File: src/rtl/uart_rx_packet.sv
// UART 8N1 receiver that pairs bytes into command/address packets for the controller.
// Packets are held with a level new_data flag until the controller clears them.
module uart_rx_packet #(
  parameter int CLKS_PER_BIT = 5208,
  parameter int TIMEOUT_CLKS = 104160
) (
  input  logic       clock,
  input  logic       reset,
  input  logic       rx,
  input  logic       clear,
  output logic [7:0] next_command,
  output logic [7:0] next_address,
  output logic       new_data,
  output logic       frame_error,
  output logic       overrun
);

  localparam int CNT_W = $clog2(CLKS_PER_BIT);
  localparam int TO_W  = $clog2(TIMEOUT_CLKS + 1);
  localparam logic [CNT_W-1:0] BIT_LOAD  = CNT_W'(CLKS_PER_BIT - 1);
  localparam logic [CNT_W-1:0] HALF_LOAD = CNT_W'(CLKS_PER_BIT / 2 - 1);
  localparam logic [TO_W-1:0]  TO_LOAD   = TO_W'(TIMEOUT_CLKS);

  typedef enum logic [2:0] {IDLE, START, DATA, STOP, BREAK} bit_state_t;
  typedef enum logic {WAIT_B0, WAIT_B1} asm_state_t;

  bit_state_t       bit_state, bit_next;
  asm_state_t       asm_state, asm_next;
  logic             rx_m, rx_s;
  logic [CNT_W-1:0] bit_cnt;
  logic [2:0]       bit_idx;
  logic [7:0]       shift_reg, cmd_tmp;
  logic [TO_W-1:0]  to_cnt;
  logic             bit_tc, load_half, load_bit, shift_en, stop_ok, stop_bad;
  logic             byte_done, latch_cmd, complete;

  always_ff @(posedge clock or posedge reset) begin
    if (reset) begin
      rx_m <= 1'b1;
      rx_s <= 1'b1;
    end else begin
      rx_m <= rx;
      rx_s <= rx_m;
    end
  end

  assign bit_tc = (bit_cnt == '0);

  always_ff @(posedge clock or posedge reset) begin
    if (reset) bit_state <= IDLE;
    else       bit_state <= bit_next;
  end

  // BREAK holds off after a framing error until the line returns high
  always_comb begin
    bit_next  = bit_state;
    load_half = 1'b0;
    load_bit  = 1'b0;
    shift_en  = 1'b0;
    stop_ok   = 1'b0;
    stop_bad  = 1'b0;
    case (bit_state)
      IDLE:  if (!rx_s) begin bit_next = START; load_half = 1'b1; end
      START: if (bit_tc) begin
               if (!rx_s) begin bit_next = DATA; load_bit = 1'b1; end
               else       bit_next = IDLE;
             end
      DATA:  if (bit_tc) begin
               shift_en = 1'b1;
               load_bit = 1'b1;
               if (bit_idx == 3'd7) bit_next = STOP;
             end
      STOP:  if (bit_tc) begin
               if (rx_s) begin stop_ok = 1'b1; bit_next = IDLE; end
               else      begin stop_bad = 1'b1; bit_next = BREAK; end
             end
      BREAK: if (rx_s) bit_next = IDLE;
      default: bit_next = IDLE;
    endcase
  end

  always_ff @(posedge clock or posedge reset) begin
    if (reset) begin
      bit_cnt     <= '0;
      bit_idx     <= '0;
      shift_reg   <= '0;
      byte_done   <= 1'b0;
      frame_error <= 1'b0;
    end else begin
      if (load_half)     bit_cnt <= HALF_LOAD;
      else if (load_bit) bit_cnt <= BIT_LOAD;
      else if (!bit_tc)  bit_cnt <= bit_cnt - 1'b1;
      if (bit_state == START) bit_idx <= '0;
      else if (shift_en)      bit_idx <= bit_idx + 1'b1;
      if (shift_en) shift_reg <= {rx_s, shift_reg[7:1]};
      byte_done   <= stop_ok;
      frame_error <= stop_bad;
    end
  end

  always_ff @(posedge clock or posedge reset) begin
    if (reset) asm_state <= WAIT_B0;
    else       asm_state <= asm_next;
  end

  // clear and framing errors both abandon any half-assembled packet
  always_comb begin
    asm_next  = asm_state;
    latch_cmd = 1'b0;
    complete  = 1'b0;
    if (clear || frame_error) begin
      asm_next = WAIT_B0;
    end else begin
      case (asm_state)
        WAIT_B0: if (byte_done) begin asm_next = WAIT_B1; latch_cmd = 1'b1; end
        WAIT_B1: if (byte_done) begin
                   asm_next = WAIT_B0;
                   complete = 1'b1;
                 end else if (to_cnt == '0) begin
                   asm_next = WAIT_B0;
                 end
        default: asm_next = WAIT_B0;
      endcase
    end
  end

  always_ff @(posedge clock or posedge reset) begin
    if (reset) begin
      to_cnt       <= TO_LOAD;
      cmd_tmp      <= '0;
      next_command <= '0;
      next_address <= '0;
      new_data     <= 1'b0;
      overrun      <= 1'b0;
    end else begin
      if (clear || latch_cmd) to_cnt <= TO_LOAD;
      else if (asm_state == WAIT_B1 && bit_state == IDLE && to_cnt != '0)
        to_cnt <= to_cnt - 1'b1;
      if (latch_cmd) cmd_tmp <= shift_reg;
      overrun <= complete && new_data;
      if (clear) begin
        next_command <= '0;
        next_address <= '0;
        new_data     <= 1'b0;
      end else if (complete) begin
        next_command <= cmd_tmp;
        next_address <= shift_reg;
        new_data     <= 1'b1;
      end
    end
  end

endmodule

File: config.mk
export PLATFORM = sky130hd
export DESIGN_NAME = uart_rx_packet
export DESIGN_NICKNAME = d
export VERILOG_FILES = /design/src/rtl/uart_rx_packet.sv
export SDC_FILE = /design/constraint.sdc
export NUM_CORES = 1
export LEC_CHECK = 0
export ABC_CLOCK_PERIOD_IN_PS = 2380
export BUFFER_PORTS_ARGS = -buffer_cell sky130_fd_sc_hd__buf_2
export CAP_MARGIN = 20
export CORE_MARGIN = 2
export CORE_UTILIZATION = 50
export CTS_CLUSTER_DIAMETER = 40
export DETAILED_ROUTE_END_ITERATION = 10
export GPL_TIMING_DRIVEN = 0
export PLACE_DENSITY = 0.68
export SYNTH_ARGS = -nofsm -noshare
export SYNTH_HDL_FRONTEND = slang
export SYNTH_SLANG_ARGS = --single-unit
File: constraint.sdc
create_clock -name clock -period 2.38 [get_ports clock]
set_input_delay 0.238 -clock clock [delete_from_list [all_inputs] [get_ports clock]]
set_output_delay 0.238 -clock clock [all_outputs]
set_load 0.1 [all_outputs]
==> flow_summary_export.csv, run 1 <==
group,metric,value,unit
outcome,status,"completed",
route,first_pass_iters,6,
cts,numCtsBuffers,9,
route,wl,7670,µm
yosys,synth-main-ff-cell,"dfrtp_1",
global_route,grt_max_degree,53,
timing,skew,0.0115,ns
layout,syn_to_final_growth,13.8,%
layout,top_regs,"to_cnt: 17 flops, bit_cnt: 13 flops",
global_route,grt_usage,0.218,
layout,ff_latch_area,1890,µm²
layout,drive_gt1_frac,0.190,
place,dp_cells,484,
layout,multi_input_comb_area,1590,µm²
yosys,yosys-top-cells-count,"nand2_1, dfrtp_1, o21ai_0",
global_route,grt_util_met2,0.336,
timing,rsz0062_at_grt,"false",
setup_path,cp_max_fo,9,
cts,insertion_delay,0.35,ns
global_route,gr-usage-met3,0.0476,
yosys,synth.avg_cell_area,9.84,µm²
layout,fin_nets,410,
floorplanning,core,6870,µm²
yosys,syn_nets,374,
layout,instances_no_fill,502,
power_and_ir_drop,leakage,1.80,nW
timing,slew_violations,0,
yosys,synth.most_common_cell,"nand2_1",
timing,hold_viol_final,0,
cts,ctsRootBufferMaster,"clkbuf_8",
setup_path,crit_required,2.63,ns
global_route,gr-usage-met1,0.312,
route,vias,2809,
setup_path,path_class,"reg2reg",
cts,post_cts_buffers,0,
floorplanning,rows,30,
setup_path,critPathCaptureType,"register",
global_route,grt.busiest_layer,"met2",
yosys,ys_seq_area_frac,0.526,
yosys,netlist_area,3590,µm²
yosys,synth_edf_count,0,
place,gp_congestion,0.839,
place,dp_hpwl,5290,µm
layout,regMostFlops,"to_cnt",
global_route,antenna_found_initial,0,
cts,cts_buffer_depth,2,
timing,tightest_slew,0.585,ns
layout,fillers,586,
global_route,grt_pass1_wl,13200,µm
timing,finalCriticalPeriod,2.24,ns
yosys,yosysWarnings,0,
power_and_ir_drop,cellPowerDensity,585,nW/µm²
timing,slew_headroom,0.607,
yosys,synth_cells,365,
timing,period_share,0.941,
power_and_ir_drop,power,2.39,mW
route,viasPerCell,5.60,
floorplanning,die_h,88.8,µm
setup_path,crit_family,"simple AND/OR/NAND/NOR gates",
layout,n_antenna_cell,0,
timing,setup_viol,0,
cts,cts_tree,"done",
cts,htreeDepth,3,
floorplanning,die_w,88.8,µm
yosys,async_reset_ff_frac,1.00,
setup_path,start_kind,"register",
min_path,min_path_type,"in2reg",
cts,path_clk_slew,0.09,ns
yosys,synthTopCellsByArea,"dfrtp_1, nand2_1, dfstp_2",
setup_path,crit_buf_inv,1,
yosys,synth_top_area_cell,"dfrtp_1",
yosys,ys_seq_elements,75,
setup_path,crit_chain,"inv_1 -> ha_2 -> or4b_4 -> nor4b_4 -> a311oi_1 -> a211oi_1",
route,drt_iter0_drc,142,
setup_path,max_stage_delay,0.51,ns
yosys,synth.distinct_cells,53,
global_route,overflow,0,
cts,clock-sinks,75,
power_and_ir_drop,vdd_drop_max,0.418,mV
global_route,grt_pass1_vias,2726,
setup_path,critPathArrivalTime,2.49,ns
floorplanning,io_pins,23,
setup_path,crit_path_top_delay_cell,"or4b_4",
floorplanning,dieArea,7880,µm²
yosys,yosysTopAreaCellShare,0.453,
layout,largest_reg_flops,17,
route,ant_nets,0,
timing,fmax,446,MHz
place,portBuffers,22,
route,drc,0,
floorplanning,start_util,0.523,
job,cap_violations,0,
route,wl_per_cell,15.3,µm
==> placed cells by master, fill, tap and decap left out, types with 7 or more instances in the layout <==
master	synthesis	routed
nand3_1	7	7
inv_1	11	10
nor3_1	11	11
mux2_2	8	8
buf_2	5	27
dfstp_2	10	10
mux2i_1	9	9
nor2_1	21	21
dfrtp_1	65	65
clkbuf_1	10	10
clkbuf_8	0	11
a21oi_1	15	15
or3_1	8	8
o21ai_0	28	27
nor4_1	9	9
nand2_1	76	76
==> per-stage QoR <==
step                      TNS (ns)  hold WS (ns)  utilization  area (µm²)  worst slack [ns]
after global placement      -44.65         0.344        0.556        3820            -0.691
after detailed placement         0         0.232        0.561        3850             0.111
after CTS                        0         0.210        0.595        4080            0.0871
after global routing             0         0.237        0.595        4090            0.0163
after floorplan                  0         0.242            -        3590             0.232
final                            0         0.222        0.595        4090             0.140
==> cell type report <==
type | count | area share
Inverter | 11 | 0.0107
Sequential cell | 75 | 0.462
Multi-Input combinational cell | 263 | 0.390
Clock buffer | 11 | 0.0370
Clock inverter | 5 | 0.0147
Buffer | 16 | 0.0171
Timing Repair Buffer | 25 | 0.0386
Tap cell | 96 | 0.0294
==> layer usage <==
metal,share of wire,vias up,wire (µm)
met3,0.027,5,207
met4,0.0077,0,59
met2,0.47,42,3610
met5,0,-,0
met1,0.49,1384,3790
li1,-,1378,-
==> report_power, final <==
| part | switching [mW] | leakage, nW | internal [mW] |
|---|---|---|---|
| Combinational | 0.0449 | 0.729 | 0.0153 |
| Sequential | 0.00166 | 0.962 | 1.28 |
| Clock | 0.507 | 0.106 | 0.546 |
| Total | 0.554 | 1.80 | 1.84 |
==> path summary, 6_finish.rpt <==
check,from,to,slack [ns],cells past startpoint
worst max-delay path,bit_cnt[0],bit_state[0],0.14,6
worst min-delay path,clear,asm_state,0.22,3
worst max register to register,bit_cnt[0],bit_state[0],0.14,6
worst min register to register,rx_m,rx_s,0.36,0
max in group asynchronous,reset,to_cnt[7],1.37,4
min in group asynchronous,reset,shift_reg[0],0.39,3
==> cells by family (layout without fill, tap and decap cells) <==
| logic type | after synthesis | count (layout) | synth area share |
|---|---|---|---|
| simple gates | 172 | 172 | 0.253 |
| flops | 75 | 75 | 0.526 |
| compound gates | 64 | 64 | 0.110 |
| buf+inv | 27 | 68 | 0.0310 |
| mux | 17 | 17 | 0.0502 |
| fa+ha+maj | 5 | 5 | 0.0174 |
| xor+xnor | 5 | 5 | 0.0122 |
==> timing repair <==
| action | in CTS | in global routing |
|---|---|---|
| hold buffers | 2 | 0 |
| gates resized for setup | 0 | 2 |
| hold endpoints to repair | 23 | 0 |
| endpoints found under the setup margin | 0 | 5 |
==> worst register-to-register path: stages, from the launching register on <==
cell and delay [ns]:
dfrtp_1 0.41, inv_1 0.09, ha_2 0.22, or4b_4 0.52
nor4b_4 0.51, a311oi_1 0.18, a211oi_1 0.23
Note: power is estimated with default switching activity, not from simulation.
==> inputs of run 2 (changes only) <==
--- a/config.mk
+++ b/config.mk
@@ -8,7 +8,7 @@
 export ABC_CLOCK_PERIOD_IN_PS = 2380
 export BUFFER_PORTS_ARGS = -buffer_cell sky130_fd_sc_hd__buf_2
 export CAP_MARGIN = 20
-export CORE_MARGIN = 2
+export CORE_MARGIN = 1.5
 export CORE_UTILIZATION = 50
 export CTS_CLUSTER_DIAMETER = 40
 export DETAILED_ROUTE_END_ITERATION = 10
==> run 2 against run 1 <==
Sequential power hardly changed. Utilization is 0.38 points higher. Highest routed layer unchanged. Design area is 0.64% higher. Via count hardly changed. Largest power group unchanged. Register-to-register slack better by 0.11 ns. Clock skew hardly changed. Largest cell class unchanged. First-iteration DRC count is 6.3% higher. Sequential share of layout area is 0.30 points lower. Setup slack better by 0.11 ns. Critical endpoint is now to_cnt[1]. Clock power hardly changed. Maximum frequency is 5.2% higher.
==> flow_summary_export.csv, run 2 (synthesis results as in run 1) <==
group,metric,value,unit
outcome,status,"completed",
setup_path,critPathCaptureType,"register",
route,drc,0,
setup_path,start_kind,"register",
layout,final_area,4110,µm²
floorplanning,dieArea,7700,µm²
global_route,antenna_found_initial,0,
place,dpl-instance-area,3850,µm²
floorplanning,rows,30,
setup_path,crit_chain,"nor4_1 -> and4_1 -> buf_2 -> buf_2 -> a21oi_1 -> o31ai_1",
route,ant_nets,0,
cts,cts_tree,"done",
layout,largest_reg_flops,17,
global_route,grt_usage,0.212,
floorplanning,core,6870,µm²
route,vias,2807,
global_route,grt_max_degree,57,
layout,final_common_cell,"nand2_1",
timing,hold_ws,0.227,ns
timing,setup_viol,0,
place,portBuffers,22,
job,cap_violations,0,
timing,slew_headroom,0.583,
timing,finalCriticalPeriod,2.13,ns
cts,ctsRootBufferMaster,"clkbuf_8",
floorplanning,die_h,87.8,µm
layout,drive_gt1_frac,0.186,
place,gp_congestion,0.838,
setup_path,crit_required,2.63,ns
timing,skew,0.0112,ns
min_path,hold_depth,3,
setup_path,crit_path_top_delay_cell,"nor4_1",
timing,hold_viol_final,0,
global_route,grt_pass1_vias,2619,
layout,n_antenna_cell,0,
cts,cts_buffer_depth,2,
power_and_ir_drop,power,2.42,mW
timing,fin_setup_tns,0,ns
power_and_ir_drop,cellPowerDensity,589,nW/µm²
timing,fmax,470,MHz
cts,numCtsBuffers,9,
route,first_pass_iters,4,
route,viasPerCell,5.57,
timing,rsz0062_at_grt,"false",
global_route,overflow,0,
timing,period_share,0.895,
route,wl,7440,µm
layout,utilization,0.599,
setup_path,worstRegToRegCells,6,
floorplanning,io_pins,23,
setup_path,critPathMostFrequentCell,"buf_2",
layout,top_regs,"to_cnt: 17 flops, bit_cnt: 13 flops",
floorplanning,start_util,0.523,
place,dp_hpwl,5190,µm
cts,htreeDepth,3,
layout,syn_to_final_growth,14.5,%
route,wl_per_cell,14.8,µm
setup_path,critPathArrivalTime,2.38,ns
timing,tightest_slew,0.620,ns
layout,regMostFlops,"to_cnt",
power_and_ir_drop,vdd_drop_max,0.387,mV
setup_path,max_stage_delay,0.43,ns
route,drt_iter0_drc,151,
layout,mostFrequentLayoutCells,"nand2_1, dfrtp_1, o21ai_0, buf_2, nor2_1",
global_route,grt_pass1_wl,12700,µm
layout,fin_nets,412,
floorplanning,die_w,87.8,µm
cts,path_clk_slew,0.08,ns
setup_path,path_class,"reg2reg",
cts,insertion_delay,0.35,ns
setup_path,cp_max_fo,10,
power_and_ir_drop,leakage,1.81,nW
cts,clock-sinks,75,
timing,slew_violations,0,
min_path,min_path_type,"in2reg",
==> run 2: what timing repair did <==
item	4_1_cts	5_1_grt
hold endpoints to repair	20	0
hold buffers	2	0
resized for setup	0	2
endpoints found under the setup margin	0	5
setup buffers	0	2
==> run 2: per-stage QoR <==
stage	setup slack (ns)	std cells
2_1_floorplan	0.232	365
3_3_place_gp	-0.659	483
3_5_place_dp	0.0883	484
4_1_cts	0.0874	502
5_1_grt	0.0828	504
6_report	0.250	504
==> run 2: cell type report <==
class	count	area, µm²
repair buffers	27	173
well taps	96	120
multi-input cells	263	1600
clock inverters	5	85.1
plain buffers	16	70.1
clock buffers	11	131
flip-flops and latches	75	1890
fillers	604	2760
inverters	11	43.8
==> run 2: worst max-delay path: cells and delay by family (launching register included) <==
family	cells	cell delay, ns
buffers and inverters	2	0.51
AND/OR/NAND/NOR	2	0.76
AO/OA/AOI/OAI	2	0.36
flip-flops	1	0.40
==> run 2: worst paths after layout <==
check                      slack, ns      endpoint       start
min reg2reg                     0.36          rx_s        rx_m
min in group asynchronous       0.38  shift_reg[1]       reset
max in group asynchronous       1.38    to_cnt[15]       reset
min                             0.23     asm_state       clear
max                             0.25     to_cnt[1]  to_cnt[13]
max reg2reg                     0.25     to_cnt[1]  to_cnt[13]
==> run 2: report_power, final <==
part | switching, mW | internal, mW
Combinational | 0.0443 | 0.0153
Clock | 0.485 | 0.599
Sequential | 0.00178 | 1.28
==> run 2: metal layers <==
layer	vias to the layer above	track usage	share of wire	routed length, µm
met4	0	0.0779	0.015	115
met3	10	0.0349	0.022	163
met5	-	0	0	0
li1	1385	-	-	-
met2	34	0.325	0.46	3420
met1	1378	0.305	0.50	3740
==> inputs of run 3 (changes only) <==
==> constraint.sdc (replaced) <==
create_clock -name clock -period 2.38 [get_ports clock]
set_input_delay 0.595 -clock clock [delete_from_list [all_inputs] [get_ports clock]]
set_output_delay 0.595 -clock clock [all_outputs]
set_load 0.1 [all_outputs]
==> run 3 against run 2 <==
Utilization down 0.69 points. Register-to-register slack worse by 0.13 ns. Count of clock-buffer cells in the layout down 2. Combinational power down 1%. Setup slack worse by 0.13 ns. Design area down 1.2%. Critical path depth unchanged. Largest cell class unchanged. Die area unchanged. Global-route usage up 0.48 points. Non-clock buffer count down 3. Sequential share of layout area up 0.54 points. Via count down 0.21%.
==> flow_summary_export.csv, run 3 (synthesis results as in run 1) <==
group,metric,value,unit
outcome,status,"completed",
layout,syn_to_final_growth,13.2,%
setup_path,cp_max_fo,9,
cts,ctsRootBufferMaster,"clkbuf_8",
floorplanning,start_util,0.523,
global_route,grt_pass1_wl,12900,µm
cts,ctsResizeCount,0,
cts,clock-sinks,75,
cts,cts_tree,"done",
route,vias,2801,
timing,tightest_slew,0.563,ns
global_route,overflow,0,
job,cap_violations,0,
timing,skew,0.0108,ns
setup_path,path_class,"reg2reg",
timing,fmax,443,MHz
power_and_ir_drop,p_switching,0.542,mW
power_and_ir_drop,leakage,1.79,nW
power_and_ir_drop,comb_power_share,0.025,
global_route,grt_max_degree,33,
layout,fillers,615,
cts,cts_hold_buf,0,
layout,final_common_cell,"nand2_1",
layout,instances_no_fill,501,
setup_path,start_kind,"register",
place,dp_cells,485,
place,gp_congestion,0.857,
layout,regMostFlops,"to_cnt",
floorplanning,io_pins,23,
floorplanning,die_h,87.8,µm
setup_path,critPathCaptureType,"register",
power_and_ir_drop,cellPowerDensity,572,nW/µm²
setup_path,reg2reg_from,"bit_cnt[0]",
power_and_ir_drop,power_frac_seq,0.550,
timing,slew_headroom,0.615,
route,ant_nets,0,
timing,setup_viol,0,
global_route,grt_usage,0.217,
cts,htreeDepth,3,
route,wl,7440,µm
cts,cts_buffer_depth,2,
route,wl_per_cell,14.9,µm
timing,hold_viol_final,0,
place,dp_hpwl,5350,µm
power_and_ir_drop,p_clk_frac,0.425,
setup_path,rr_endpoint,"bit_state[0]",
timing,slew_violations,0,
layout,mostFrequentLayoutCells,"nand2_1, dfrtp_1, o21ai_0",
timing,finalCriticalPeriod,2.25,ns
setup_path,regToRegSetupSlack,0.13,ns
setup_path,critPathArrivalTime,2.51,ns
power_and_ir_drop,vdd_drop_max,0.380,mV
global_route,grt_pass1_vias,2668,
timing,period_share,0.947,
layout,n_antenna_cell,0,
power_and_ir_drop,swShare,0.233,
timing,fin_setup_tns,0,ns
place,portBuffers,22,
route,first_pass_iters,4,
setup_path,crit_required,2.64,ns
layout,drive_gt1_frac,0.190,
floorplanning,dieArea,7700,µm²
cts,post_cts_buffers,0,
layout,fin_nets,409,
power_and_ir_drop,internal_power,1.78,mW
layout,largest_reg_flops,17,
route,drc,0,
route,viasPerCell,5.59,
floorplanning,die_w,87.8,µm
global_route,antenna_found_initial,0,
floorplanning,rows,30,
setup_path,worstRegToRegCells,6,
layout,top_regs,"to_cnt: 17 flops, bit_cnt: 13 flops",
min_path,min_path_type,"in2async",
cts,path_clk_slew,0.08,ns
timing,rsz0062_at_grt,"false",
cts,numCtsBuffers,9,
cts,insertion_delay,0.35,ns
floorplanning,core,6870,µm²
route,drt_iter0_drc,82,
-- run 3: cell count changes in the layout (fill, tap and decap cells not counted), sizes merged --
cell / delta
buf: -1
dlygate4sd3: -2
clkinv: +4
bufinv: -1
clkbuf: -2
inv: -1
-- run 3: critical path: stages, from the launching register on --
cell and delay [ns]:
dfrtp_1 0.41, inv_1 0.09, ha_1 0.22, or4b_4 0.53, nor4b_4 0.51, a311oi_1 0.19
a211oi_1 0.23
-- run 3: through the flow --
step                area (µm²)  setup slack (ns)  hold WS [ns]  total power [mW]   util
floorplan                 3600             0.232         0.345              1.34      -
global placement          3830             0.151         0.347              1.36  0.557
detailed placement        3870             0.114         0.347              1.36  0.563
CTS                       4070            0.0606         0.211              2.36  0.592
global route              4070            0.0130         0.229              2.41  0.592
finish                    4070             0.125         0.214              2.33  0.592
-- run 3: worst max path at each step --
stage,startpoint,end,cells past startpoint
floorplan,frame_error,to_cnt[12],5
global placement,bit_cnt[0],bit_state[0],6
detailed placement,bit_cnt[0],bit_state[0],6
CTS,bit_cnt[0],bit_state[0],6
global route,bit_cnt[0],bit_cnt[2],6
finish,bit_cnt[0],bit_state[0],6
-- run 3: power groups by stage --
stage / Combinational, mW / Sequential (mW) / Clock, mW
CTS: 0.0615 / 1.28 / 1.02
floorplan: 0.0358 / 1.30 / 0
global placement: 0.0525 / 1.30 / 0
global route: 0.0685 / 1.28 / 1.06
detailed placement: 0.0614 / 1.30 / 0
finish: 0.0590 / 1.28 / 0.988
-- run 3: area by class of cell --
type	instances	area, µm²	share of cell area
multi-input cells	263	1590	0.392
flip-flops and latches	75	1890	0.465
clock buffers	9	124	0.0305
well taps	96	120	0.0295
plain buffers	16	70.1	0.0172
clock inverters	7	75.1	0.0185
inverters	11	45.0	0.0111
repair buffers	24	150	0.0369
-- run 3: per-layer routing --
metal | up-vias | part of all wire | global-route usage
met5 | - | 0 | 0
met4 | 0 | 0.012 | 0.0779
met3 | 7 | 0.023 | 0.0368
met2 | 32 | 0.48 | 0.334
met1 | 1386 | 0.48 | 0.310
li1 | 1376 | - | -
